[config.mk]
export PLATFORM = sky130hd
export DESIGN_NAME = mem_access_sequencer
export DESIGN_NICKNAME = d
export VERILOG_FILES = /design/src/rtl/mem_access_sequencer.sv
export SDC_FILE = /design/constraint.sdc
export NUM_CORES = 1
export LEC_CHECK = 0
export BUFFER_PORTS_ARGS = -buffer_cell sky130_fd_sc_hd__buf_2
export CAP_MARGIN = 0
export CORE_MARGIN = 2
export CORE_UTILIZATION = 44
export CTS_BUF_LIST = sky130_fd_sc_hd__clkbuf_8
export DETAILED_ROUTE_END_ITERATION = 8
export GPL_TIMING_DRIVEN = 0
export PLACE_DENSITY = 0.81
export SYNTH_ARGS = -nofsm -noshare
export SYNTH_HDL_FRONTEND = slang
export SYNTH_SLANG_ARGS = --single-unit
[constraint.sdc]
create_clock -name Clk -period 5 [get_ports Clk]
set_input_delay 0.75 -clock Clk [delete_from_list [all_inputs] [get_ports Clk]]
set_output_delay 0.75 -clock Clk [all_outputs]
set_load 0.005 [all_outputs]
[src/rtl/mem_access_sequencer.sv]
// mem_access_sequencer: arbitrates instruction fetch and LDR/STR onto one memory port
// and runs each access as a req/ack transaction with a timeout.
module mem_access_sequencer #(
    parameter int TIMEOUT_CYCLES = 16,
    parameter int MAX_DATA_RUN   = 4
) (
    input  logic        Clk,
    input  logic        Reset,
    input  logic        fetch_req,
    input  logic [7:0]  pc,
    output logic        fetch_done,
    output logic [31:0] instr,
    input  logic        data_req,
    input  logic [3:0]  op_code,
    input  logic [31:0] SR1,
    input  logic [31:0] SR2,
    output logic        data_done,
    output logic [31:0] data_reg,
    output logic        mem_req,
    output logic        RW,
    output logic [31:0] add_bus,
    output logic [31:0] data_bus,
    input  logic [31:0] mem_rdata,
    input  logic        mem_ack,
    output logic        mem_err
);
    localparam logic [3:0] LDR = 4'b1101;
    localparam logic [3:0] STR = 4'b1110;
    localparam int RUN_W = $clog2(MAX_DATA_RUN + 1);
    localparam int CNT_W = $clog2(TIMEOUT_CYCLES + 1);

    typedef enum logic [1:0] {IDLE, FETCH, DATA, DONE} state_t;

    state_t state, state_nx;
    logic [RUN_W-1:0] data_run;
    logic [CNT_W-1:0] wait_cnt;
    logic is_fetch, is_ldr, err, settle;
    logic arb_ok, fetch_ok, data_ok, pick_data, pick_fetch, legal, ack, expire;

    always_ff @(posedge Clk or posedge Reset)
        if (Reset) state <= IDLE;
        else state <= state_nx;

    always_comb
        state_nx = state == IDLE ? (pick_data ? (legal ? DATA : DONE) : pick_fetch ? FETCH : IDLE) :
                   state == DONE ? IDLE :
                   (ack || expire) ? DONE : state;

    // Arbitration pauses for the done cycle and the one after, so requesters can drop their level.
    always_comb begin
        arb_ok     = state == IDLE && !(fetch_done || data_done || settle);
        fetch_ok   = arb_ok && fetch_req;
        data_ok    = arb_ok && data_req;
        pick_data  = data_ok && !(fetch_ok && data_run == RUN_W'(MAX_DATA_RUN));
        pick_fetch = fetch_ok && !pick_data;
        legal      = op_code == LDR || op_code == STR;
        ack        = mem_req && mem_ack;
        expire     = mem_req && !mem_ack && wait_cnt == CNT_W'(TIMEOUT_CYCLES - 1);
    end

    always_ff @(posedge Clk or posedge Reset) begin
        if (Reset) begin
            mem_req    <= 1'b0;
            RW         <= 1'b0;
            add_bus    <= '0;
            data_bus   <= '0;
            instr      <= '0;
            data_reg   <= '0;
            fetch_done <= 1'b0;
            data_done  <= 1'b0;
            mem_err    <= 1'b0;
            data_run   <= '0;
            wait_cnt   <= '0;
            is_fetch   <= 1'b0;
            is_ldr     <= 1'b0;
            err        <= 1'b0;
            settle     <= 1'b0;
        end else begin
            fetch_done <= 1'b0;
            data_done  <= 1'b0;
            mem_err    <= 1'b0;
            settle     <= fetch_done || data_done;
            case (state)
                IDLE: begin
                    wait_cnt <= '0;
                    err      <= 1'b0;
                    if (pick_fetch) begin
                        data_run <= '0;
                        is_fetch <= 1'b1;
                        add_bus  <= {24'b0, pc};
                        RW       <= 1'b1;
                        data_bus <= '0;
                    end
                    if (pick_data) begin
                        data_run <= fetch_ok ? data_run + RUN_W'(1) : data_run;
                        is_fetch <= 1'b0;
                        is_ldr   <= op_code == LDR;
                        err      <= !legal;
                        if (legal) begin
                            add_bus  <= SR1;
                            RW       <= op_code == LDR;
                            data_bus <= op_code == STR ? SR2 : 32'b0;
                        end
                    end
                end
                FETCH, DATA: begin
                    if (!mem_req) mem_req <= 1'b1;
                    else if (mem_ack) begin
                        mem_req <= 1'b0;
                        if (is_fetch) instr <= mem_rdata;
                        else if (is_ldr) data_reg <= mem_rdata;
                    end else begin
                        wait_cnt <= wait_cnt + CNT_W'(1);
                        if (expire) begin
                            mem_req <= 1'b0;
                            err     <= 1'b1;
                        end
                    end
                end
                default: begin
                    fetch_done <= is_fetch;
                    data_done  <= !is_fetch;
                    mem_err    <= err;
                end
            endcase
        end
    end
endmodule

Word level (Yosys, flattened, before mapping)
Index checks and enable logic that the tools add are counted.
W data, S select, Z words.
- flip-flop bits (word level): 147
- output and inout bits: 133
- bits of input ports: 113
- $add $sub $neg: 2
- multiplexer cells: 35
- bitwise gates (word level): 1
- equal/unequal tests: 11
- reduce and logical (&&, ||, !) cells: 32
- operators with widths (cell ; count):
    $mux W32 ; 7
    $mux W1 ; 17
    $mux W5 ; 2
    $pmux W5 S2 ; 1
    $logic_and A1 B1 Y1 ; 9
    $mux W3 ; 3
    $eq A4 B4 Y1 const B ; 2
    $mux W2 ; 4
    $ne A2 B2 Y1 const B ; 4
    $reduce_and A4 Y1 ; 2
    $logic_not A1 Y1 ; 6
    $reduce_and A3 Y1 ; 2
    $add A5 B1 Y5 const B ; 1
    $eq A5 B4 Y1 const B ; 1
    $reduce_and A5 Y1 ; 1
    $eq A2 B2 Y1 const B ; 2
    $logic_or A1 B1 Y1 ; 4
    $reduce_and A2 Y1 ; 2
    $reduce_bool A2 Y1 ; 2
    $add A3 B1 Y3 const B ; 1
    $eq A3 B3 Y1 const B ; 1
    $reduce_bool A3 Y1 ; 1
    $reduce_or A3 Y1 ; 1
    $eq A2 B1 Y1 const B ; 1
    4 further kinds ; 4

Depth between registers and ports, before layout
Gate-level depths: netlist of run 1.
- depth in word-level cells: 13
- depth in mapped cells: 8
- mapped depth without buffers: 6

Worst setup path after synthesis of run 1
OpenSTA, ideal clock, no wires.
- path kind: input-to-reg
- from: in op_code[0]
- to: reg add_bus[0]
- path buffers: 2
- data required time: 4874 ps
- slack: 3091 ps
- arrival: 1783 ps
- cell stages on the path: 6
- path through: xor2_1 -> nand4_1 -> a21bo_1 -> buf_6 -> buf_6 -> a221o_1
- word-level cells in the longest chain between the ends: 4
- elaborated cells on any way between the ends: 5
- those cells by class: eq/ne: 2; mux: 2; reduce/logical: 1
- ends and longest elaborated chain (element ; RTL line ; source):
    start: declaration ; 14 ; input logic [3:0] op_code,
    $eq A4 B4 Y1 ; 56 ; legal = op_code == LDR || op_code == STR;
    $logic_or A1 B1 Y1 * ; 56 ;
    $mux W32 * ; 99 ; if (legal) begin
    $mux W32 * ; 94 ; if (pick_data) begin
    end signal: assignment ; 90 ; add_bus <= {24'b0, pc};
    end: declaration ; 21 ; output logic [31:0] add_bus,
Mark *: on every way between the ends. The rest lies on a longest branch, timed or not.
A chain may end at the register's enable or synchronous reset.

Worst setup path in the final report of run 1
- from: reg state[1]
- to: reg RW
- word-level cells in the longest chain between the ends: 11
- elaborated cells on any way between the ends: 12
- those cells by class: mux: 3; reduce/logical: 9
- ends and longest elaborated chain (element ; RTL line ; source):
    start: declaration ; 34 ; state_t state, state_nx;
    start signal: assignment ; 42 ; else state <= state_nx;
    $logic_not A2 Y1 * ; 51, 83 ;
    $logic_and A1 B1 Y1 ; 51 ; arb_ok = state == IDLE && !(fetch_done || data_done || settle);
    $logic_and A1 B1 Y1 ; 52 ; fetch_ok = arb_ok && fetch_req;
    $logic_and A1 B1 Y1 ; 54 ; pick_data = data_ok && !(fetch_ok && data_run == RUN_W'(MAX_DATA_RUN));
    $logic_not A1 Y1 ; 54 ;
    $logic_and A1 B1 Y1 ; 54 ;
    $logic_not A1 Y1 ; 55 ; pick_fetch = fetch_ok && !pick_data;
    $logic_and A1 B1 Y1 ; 55 ;
    $mux W1 ; 87 ; if (pick_fetch) begin
    $mux W1 ; 99 ;
    $mux W1 ; 94 ;
    end signal: assignment ; 64 ; RW <= 1'b0;
    end signal: assignment ; 91 ; RW <= 1'b1;
    end signal: assignment ; 101 ; RW <= op_code == LDR;
    end: declaration ; 20 ; output logic RW,
Marks and branches as above.

==> metrics.txt, run 1 <==
post-cts hold buffer count 0; Seq/Total Area, Yosys 64.5%; CTS tree yes; Starting Density 45.2%; synthesized cell area 5710 um2; Worst Max-Slew Pin Slew 780 ps; Final Cycle Share 45.3%; Non-Filler Instances 842; final setup vio count 0; Post-Syn Instances 392; # diodes 0; min-delay worst type in -> async; area grow syn2layout 33.2%; critical path capture point type flop; Setup Crit Path Kind reg -> reg; count of warnings emitted by yosys 0; cell count of the worst reg-to-reg path 7; peak supply drop 0.313 mV; share of post-route cells with drive strength above 1 54.0%; Final min period 2270 ps; Power Density 524 nW/um2; fmax 441 MHz; most frequent cells in the layout 250 x buf_2, 147 x dfrtp_1, 64 x mux2_2; Slew Limit Headroom 47.8%; CTS Buf Count 17; clock root buffer clkbuf_8; Fin. Hold Viols 0; die area 13900 um2; Worst EP arrival 2550 ps; Critical Path RT 5280 ps; core footprint 12600 um2; Setup Skew 8.89 ps; Slew Limit Fails 0; final instance area 7600 um2; CTS max path bufs 2; first-pass detailed-route iteration total 5; # rows 41; CTS resizes 0; total global-route track usage 21.5%; initial antenna violation count 0; first-pass GRT wire length 23300 um; Yosys cell types 38; via count 4304; input/output buffers 245; final net count 777; TritonCTS Sinks 147; total grt overflow 0; Hold WS 373 ps; synthesized flop and latch total 147; RSZ-0062 raised after global routing no; Net Count, Synth 512; crit path max fanout 10; Post-DRT Antenna Nets 0; placed cell area 7180 um2; Avg Vias per Cell 5.11; Pleak 0.00416 uW; WL per Instance 17.2 um; Clock Latency Late Sink 440 ps; most common cell after layout, fill and taps aside buf_2; status finished clean; drt initial violations 258; Top-Level Pins 246; Setup TNS Final 0 ps; Die Width 118 um; CP Launch Type flop; Max Cap Viol 0; H-tree Lvls 4; final wirelength 14500 um; Post-route DRC 0; chip height 118 um; DP Cell Count 810; clk slew on worst S/H paths 80 ps; post-CTS setup buffer count 0; GPL Wtd Cong 0.853; dpl hpwl 10800 um; Syn Area/Cell 14.6 um2; final core utilization 60.3%; vias in the first global route 4537; largest net degree at the start of global routing 84
==> path summary, 6_finish.rpt <==
kind / slack (ps) / start / end
worst max-delay path: 2730 / state[1] / RW
worst min-delay path: 370 / Reset / data_reg[7]
worst max register to register: 2730 / state[1] / RW
worst min register to register: 490 / is_ldr / is_ldr
max in group asynchronous: 3830 / Reset / wait_cnt[1]
min in group Clk: 490 / is_ldr / is_ldr
==> routing by layer <==
layer,vias up,GRT usage [%],wire [um]
met1,2118,25.1,5720
met2,205,36.4,7260
met5,-,0,0
li1,1962,-,-
met3,19,8.67,1300
met4,0,6.40,229
==> where the power goes <==
| group | internal (uW) | switching [uW] |
|---|---|---|
| logic | 668 | 549 |
| registers | 1580 | 226 |
| clock network | 513 | 446 |
| total | 2760 | 1220 |
==> cell usage after synthesis <==
library cell | n | area [um2]
a211oi_1 | 1 | 7.51
a21bo_1 | 1 | 10.0
a21oi_1 | 3 | 15.0
a221o_1 | 8 | 80.1
a22o_1 | 56 | 490
a31oi_1 | 2 | 12.5
and2_1 | 4 | 25.0
and3_1 | 1 | 6.26
and3b_1 | 1 | 8.76
buf_2 | 5 | 25.0
buf_4 | 2 | 15.0
buf_6 | 5 | 56.3
clkbuf_1 | 6 | 22.5
dfrtp_1 | 147 | 3680
ha_1 | 7 | 87.6
inv_1 | 17 | 63.8
mux2_2 | 64 | 721
mux2i_1 | 1 | 10.0
nand2_1 | 7 | 26.3
nand2b_1 | 2 | 12.5
nand3_1 | 8 | 40.0
nand3_2 | 1 | 10.0
nand3b_1 | 1 | 7.51
nand4_1 | 4 | 25.0
nor2_1 | 15 | 56.3
nor2b_1 | 1 | 6.26
nor3_1 | 1 | 5.00
nor3_4 | 2 | 32.5
nor3b_2 | 1 | 12.5
nor4b_4 | 1 | 23.8
o211ai_1 | 1 | 7.51
o21a_1 | 2 | 15.0
o21ai_0 | 6 | 30.0
o22ai_1 | 1 | 6.26
o311ai_0 | 1 | 8.76
o31ai_1 | 1 | 7.51
or2_2 | 2 | 12.5
xor2_1 | 3 | 26.3
==> layout make-up <==
class,instances,area [um2]
tap,172,215
inverter,17,68.8
sequential,147,3680
timing repair buffer,246,1250
fill,1007,5020
multi-input combinational,210,1850
buffer,18,119
clock inverter,10,120
clock buffer,22,303
==> worst max-delay path, cell delays in order (launching register included) <==
cell	delay [ps]
dfrtp_1	430
inv_1	80
ha_1	210
nor4b_4	380
nand3_2	280
nor3_4	440
buf_6	210
o31ai_1	80
==> cell families after synthesis <==
| group | Yosys count | share of synthesized area (%) |
|---|---|---|
| DFF | 147 | 64.5 |
| adders and majority gates | 7 | 1.53 |
| buffers and inverters | 35 | 3.20 |
| AOI/OAI and AO/OA | 83 | 12.1 |
| muxes | 65 | 12.8 |
| xor gates and xnor gates | 3 | 0.461 |
| and+or+nand+nor | 52 | 5.44 |
==> through the flow <==
step | setup slack [ps] | total power (uW)
3_5_place_dp | 2680 | 3050
3_3_place_gp | -919 | 2980
6_report | 2730 | 3980
5_1_grt | 2560 | 4230
4_1_cts | 2720 | 4030
2_1_floorplan | 299 | 2460
(Power assumes the default switching activity.)
==> inputs of run 2 (changes only) <==
clock period = 1.89 ns   (was 5 ns; I/O delays follow)
==> run 2 against run 1 <==
Compared with the run above:
- the run now ends with negative setup slack left
- routed wire length increased by 3.3%
- die area unchanged
- maximum frequency grew 19%
- largest power group unchanged
==> metrics.txt, run 2 (synthesis results as in run 1) <==
status finished, violations left; failing checks negative setup slack; Pint 7190 uW (+160%); Avg Vias per Cell 5.15 (+0.73%); Worst EP arrival 2210 ps (-340 ps); H-tree Lvls 4 (unchanged); input/output buffers 245 (unchanged); setup ws final -17.6 ps (-2750 ps); WL per Instance 17.3 um (+0.45%); Pleak 0.00432 uW (+3.7%); Slew Limit Headroom 73.9% (+26 points); CTS Buf Count 17 (unchanged); Setup WS pre-CTS -385 ps (-3060 ps); core footprint 12600 um2 (unchanged); DP Cell Count 812 (+0.25%); vias in the first global route 4757 (+4.8%); most frequent cells in the layout 250 x buf_2, 147 x dfrtp_1, 64 x mux2_2; Top-Level Pins 246 (unchanged); # rows 41 (unchanged); TritonCTS Sinks 147 (unchanged); peak supply drop 0.829 mV (+160%); critical path capture point type flop; total global-route track usage 22.1% (+0.68 points); Power Density 1320 nW/um2 (+150%); first-pass detailed-route iteration total 4 (-1); Max Cap Viol 0 (unchanged); clock root buffer clkbuf_8; Die Width 118 um (unchanged); Setup TNS Final -27.0 ps (-27.0 ps); drt initial violations 267 (+3.5%); Starting Density 45.2% (unchanged); Final Cycle Share 101% (+56 points); crit path max fanout 6 (-4); Seq pwr share 45.6% (+0.2 points); final instance area 7940 um2 (+4.4%); total grt overflow 0 (unchanged); Setup Crit Path Kind reg -> reg; Combinational Power Share 33.4% (+2.8 points); Switching Fraction 31.5% (+0.90 points); largest net degree at the start of global routing 48 (-43%); placed cell area 7210 um2 (+0.44%); Critical Path RT 2200 ps (-3080 ps); area grow syn2layout 39.1%; via count 4459 (+3.6%); Worst Max-Slew Pin Slew 391 ps (-389 ps); CTS max path bufs 2 (unchanged); GPL Wtd Cong 0.780 (-8.5%); CP Launch Type flop; clock share of power 21.0% (-3.1 points); dpl hpwl 11100 um (+2.0%); final wirelength 15000 um (+3.3%); Post-DRT Antenna Nets 0 (unchanged); Clock Latency Late Sink 430 ps (about the same); fmax 524 MHz (+19%); chip height 118 um (unchanged); Non-Filler Instances 866 (+2.9%); overall power 10500 uW (+160%); CTS tree yes; min-delay worst type in -> reg; RSZ-0062 raised after global routing yes; switching power total 3310 uW (+170%); final net count 800 (+3.0%); first-pass GRT wire length 24200 um (+4.0%); die area 13900 um2 (unchanged); Final min period 1910 ps (-358 ps); Slew Limit Fails 0 (unchanged); Setup Skew 15.9 ps (+6.99 ps); Post-route DRC 0 (unchanged); initial antenna violation count 1 (+1); final setup vio count 2 (+2); share of post-route cells with drive strength above 1 57.0% (+3.0 points); clk slew on worst S/H paths 80 ps (about the same); Fin. Hold Viols 0 (unchanged); most common cell after layout, fill and taps aside buf_2
## run 2: cell count changes in the layout (fill, tap and decap cells not counted), moves of 2 or more
cell and delta:
buf_12 +5, buf_4 +7, clkbuf_16 +3, clkinv_4 +3, buf_6 +6, clkbuf_1 -6
clkbuf_8 -5, buf_8 +6, clkinv_2 +3, inv_6 -3, clkbuf_2 +2, inv_2 +2
## run 2: power groups by stage
| stage | logic (uW) | clock network [uW] | registers [uW] |
|---|---|---|---|
| global placement | 3120 | 0 | 4770 |
| detailed placement | 3240 | 0 | 4830 |
| CTS | 3450 | 2260 | 4780 |
| global route | 3860 | 2430 | 4920 |
| finish | 3510 | 2210 | 4780 |
| floorplan | 1660 | 0 | 4860 |
## run 2: cell type report
class / count / area, um2
antenna: 1 / 2.50
clock inverter: 15 / 121
inverter: 17 / 67.6
tap: 172 / 215
buffer: 18 / 188
multi-input combinational: 210 / 1890
timing repair buffer: 269 / 1540
fill: 1018 / 4680
sequential: 147 / 3680
clock buffer: 17 / 234
## run 2: metal layers
layer | vias up | share of wire [%] | track usage, %
met5 | - | 0 | 0
met4 | 0 | 1.7 | 8.06
met3 | 16 | 7.6 | 7.85
met2 | 219 | 51 | 38.0
met1 | 2208 | 40 | 25.5
li1 | 2016 | - | -
## run 2: stage by stage
| stage | utilization, % | hold slack, ps |
|---|---|---|
| 3_3_place_gp | 56.7 | 465 |
| 2_1_floorplan | - | 416 |
| 3_5_place_dp | 57.1 | 293 |
| 4_1_cts | 61.6 | 27.4 |
| 6_report | 62.9 | 66.0 |
| 5_1_grt | 62.9 | 33.9 |
## run 2: worst paths after layout
check	from	endpoint	slack, ps	cells past startpoint
min in group asynchronous	Reset	data_bus[8]	390	3
min	SR1[30]	add_bus[30]	70	2
max	state[0]	add_bus[3]	-20	7
max in group asynchronous	Reset	instr[29]	670	5
max reg2reg	state[0]	add_bus[3]	-20	7
min reg2reg	data_bus[30]	data_bus[30]	500	1
## run 2: repair_timing
item,4_1_cts,5_1_grt
cloned,3,4
endpoints found under the hold margin,14,0
resized for setup,22,30
pin swaps,5,20
hold buffers,1,0
setup buffers,12,1
endpoints found under the setup margin,128,97
## run 2: worst max-delay path: stages (launching register included)
cell	delay, ps
dfrtp_1	400
inv_2	70
ha_4	130
nor4b_4	290
a21bo_2	300
buf_6	150
buf_8	130
a221o_1	300
==> inputs of run 3 (changes only) <==
CORE_MARGIN = 8   (was 2)
==> run 3 against run 2 <==
Compared with the run above:
- the flow now finishes without violations
- flip-flop and latch count is the same
- setup slack gained 26 ps
- sequential share of layout area grew 0.54 points
- register-to-register slack gained 30 ps
- design area shrank 1.2%
- non-clock buffer count shrank 2
- cell count shrank 0.46%
- critical path depth grew 2
- utilization shrank 0.72 points
- count of clock-buffer cells in the layout grew 4
- critical endpoint is now data_bus[22]
- largest cell class unchanged
==> metrics.txt, run 3 (synthesis results as in run 1) <==
Top-Level Pins 246 (unchanged); Setup Crit Path Kind reg -> reg; share of post-route cells with drive strength above 1 56.7% (-0.25 points); drt initial violations 243 (-9.0%); chip height 130 um (+10%); Setup TNS Final 0 ps (+27.0 ps); largest net degree at the start of global routing 43 (-10%); Hold WS 64.8 ps (-1.26 ps); TritonCTS Sinks 147 (unchanged); Critical Path RT 2270 ps (+70 ps); peak supply drop 0.832 mV (+0.31%); Critical Path, Cell by Cell inv_2, ha_4, nor4b_4, buf_4, nand3_4, nor3_4, buf_12, buf_8, a22o_1; die area 16900 um2 (+21%); status finished clean; worst hold path startpoint SR2[21]; CTS max path bufs 2 (unchanged); slowest cell on the critical path dfrtp_1; met2 Track Usage GR 30.8% (-7.3 points); total global-route track usage 19.3% (-2.9 points); Top Usage Layer GRT met2; input/output buffers 245 (unchanged); CP Launch Type flop; final net count 798 (-0.25%); initial antenna violation count 0 (-1); CTS Buf Count 17 (unchanged); most common cell after layout, fill and taps aside buf_2; Avg Vias per Cell 5.18 (+0.58%); Fin. Hold Viols 0 (unchanged); DP Cell Count 812 (unchanged); final wirelength 16400 um (+9.2%); clock root buffer clkbuf_8; critical path capture point type flop; area grow syn2layout 37.5%; worst r2r src state[0]; final setup vio count 0 (-2); crit path max fanout 10 (+4); global-route track usage on met1 22.4% (-3.2 points); met3 Use GR 8.08% (+0.23 points); most frequent cells in the layout 247 x buf_2, 147 x dfrtp_1, 64 x mux2_2; dpl hpwl 12500 um (+13%); total grt overflow 0 (unchanged); WL per Instance 19.0 um (+9.7%); CTS tree yes; Non-Filler Instances 862 (-0.46%); Post-DRT Antenna Nets 0 (unchanged); Worst Max-Slew Pin Slew 775 ps (+384 ps); clk slew on worst S/H paths 80 ps (about the same); Final min period 1880 ps (-26.5 ps); Slew Limit Fails 0 (unchanged); Clock Latency Late Sink 440 ps (about the same); min-delay worst type in -> reg; first-pass detailed-route iteration total 4 (unchanged); first-pass GRT wire length 24900 um (+2.9%); Die Width 130 um (+10%); # rows 41 (unchanged); placed cell area 7210 um2 (unchanged); RSZ-0062 raised after global routing yes; vias in the first global route 4777 (+0.42%); CP startpoint state[0]; Starting Density 45.2% (unchanged); Power Density 1350 nW/um2 (+2.4%); Max Cap Viol 0 (unchanged); Slew Limit Headroom 48.3% (-26 points); via count 4464 (+0.11%); H-tree Lvls 4 (unchanged); Pleak 0.00429 uW (-0.71%); fmax 532 MHz (+1.4%); Worst EP arrival 2260 ps (+50 ps); largest incremental delay on the critical path 400 ps (about the same); GPL Wtd Cong 0.862 (+11%); core footprint 12600 um2 (unchanged); Post-route DRC 0 (unchanged); Setup Skew 9.67 ps (-6.21 ps); final instance area 7850 um2 (-1.2%); Final Cycle Share 99.5% (-1.4 points)
-- run 3: changes by cell type in the layout (fill, tap and decap cells not counted), moves of 3 or more --
cell,delta
buf_2,-3
buf_4,+7
buf_6,-5
clkbuf_16,-3
clkbuf_2,+3
clkbuf_8,+4
-- run 3: final cells by class --
| class | count | area, um2 |
|---|---|---|
| fillers | 977 | 4770 |
| flip-flops and latches | 147 | 3680 |
| multi-input cells | 210 | 1890 |
| repair buffers | 267 | 1460 |
| clock buffers | 21 | 289 |
| well taps | 172 | 215 |
| plain buffers | 18 | 170 |
| clock inverters | 9 | 82.6 |
| inverters | 17 | 67.6 |
| diodes | 1 | 2.50 |
-- run 3: power breakdown --
group / internal, uW / total [uW] / switching (uW)
Clock: 1160 / 2280 / 1120
Combinational: 1990 / 3570 / 1580
Sequential: 4190 / 4790 / 601
Total: 7340 / 10600 / 3300
-- run 3: final timing paths --
path	end	depth (start not counted)	slack [ps]
worst min register to register	data_bus[25]	1	500
min in group asynchronous	instr[5]	3	540
worst max-delay path	data_bus[22]	9	9
worst max register to register	data_bus[22]	9	9
worst min-delay path	data_bus[21]	2	60
max in group asynchronous	mem_err	5	420
-- run 3: through the flow --
| step | power, uW | worst slack [ps] | utilization [%] |
|---|---|---|---|
| global route | 11300 | -95.9 | 62.2 |
| finish | 10600 | 8.87 | 62.2 |
| CTS | 10600 | 4.05 | 61.4 |
| global placement | 7960 | -938 | 56.7 |
| detailed placement | 8150 | -344 | 57.1 |
| floorplan | 6520 | -241 | - |
-- run 3: critical path: cells and delay by family (launching register included) --
family                   cells  cell delay (ps)
AND/OR/NAND/NOR              3              600
adder cells (fa/ha/maj)      1              130
AO/OA/AOI/OAI                1              160
flip-flops                   1              400
buffers and inverters        4              530
-- run 3: timing repair --
action | in CTS | in global routing
cloned | 1 | 0
hold buffers | 1 | 0
setup buffers | 10 | 7
hold endpoints to repair | 32 | 0
setup endpoints to repair | 126 | 68
pin swaps | 5 | 10
gates resized for setup | 20 | 10
-- run 3: layer usage --
layer | wire length (um) | vias up
met5 | 0 | -
met4 | 326 | 0
met3 | 1840 | 29
met2 | 7790 | 227
met1 | 6400 | 2200
li1 | - | 2008
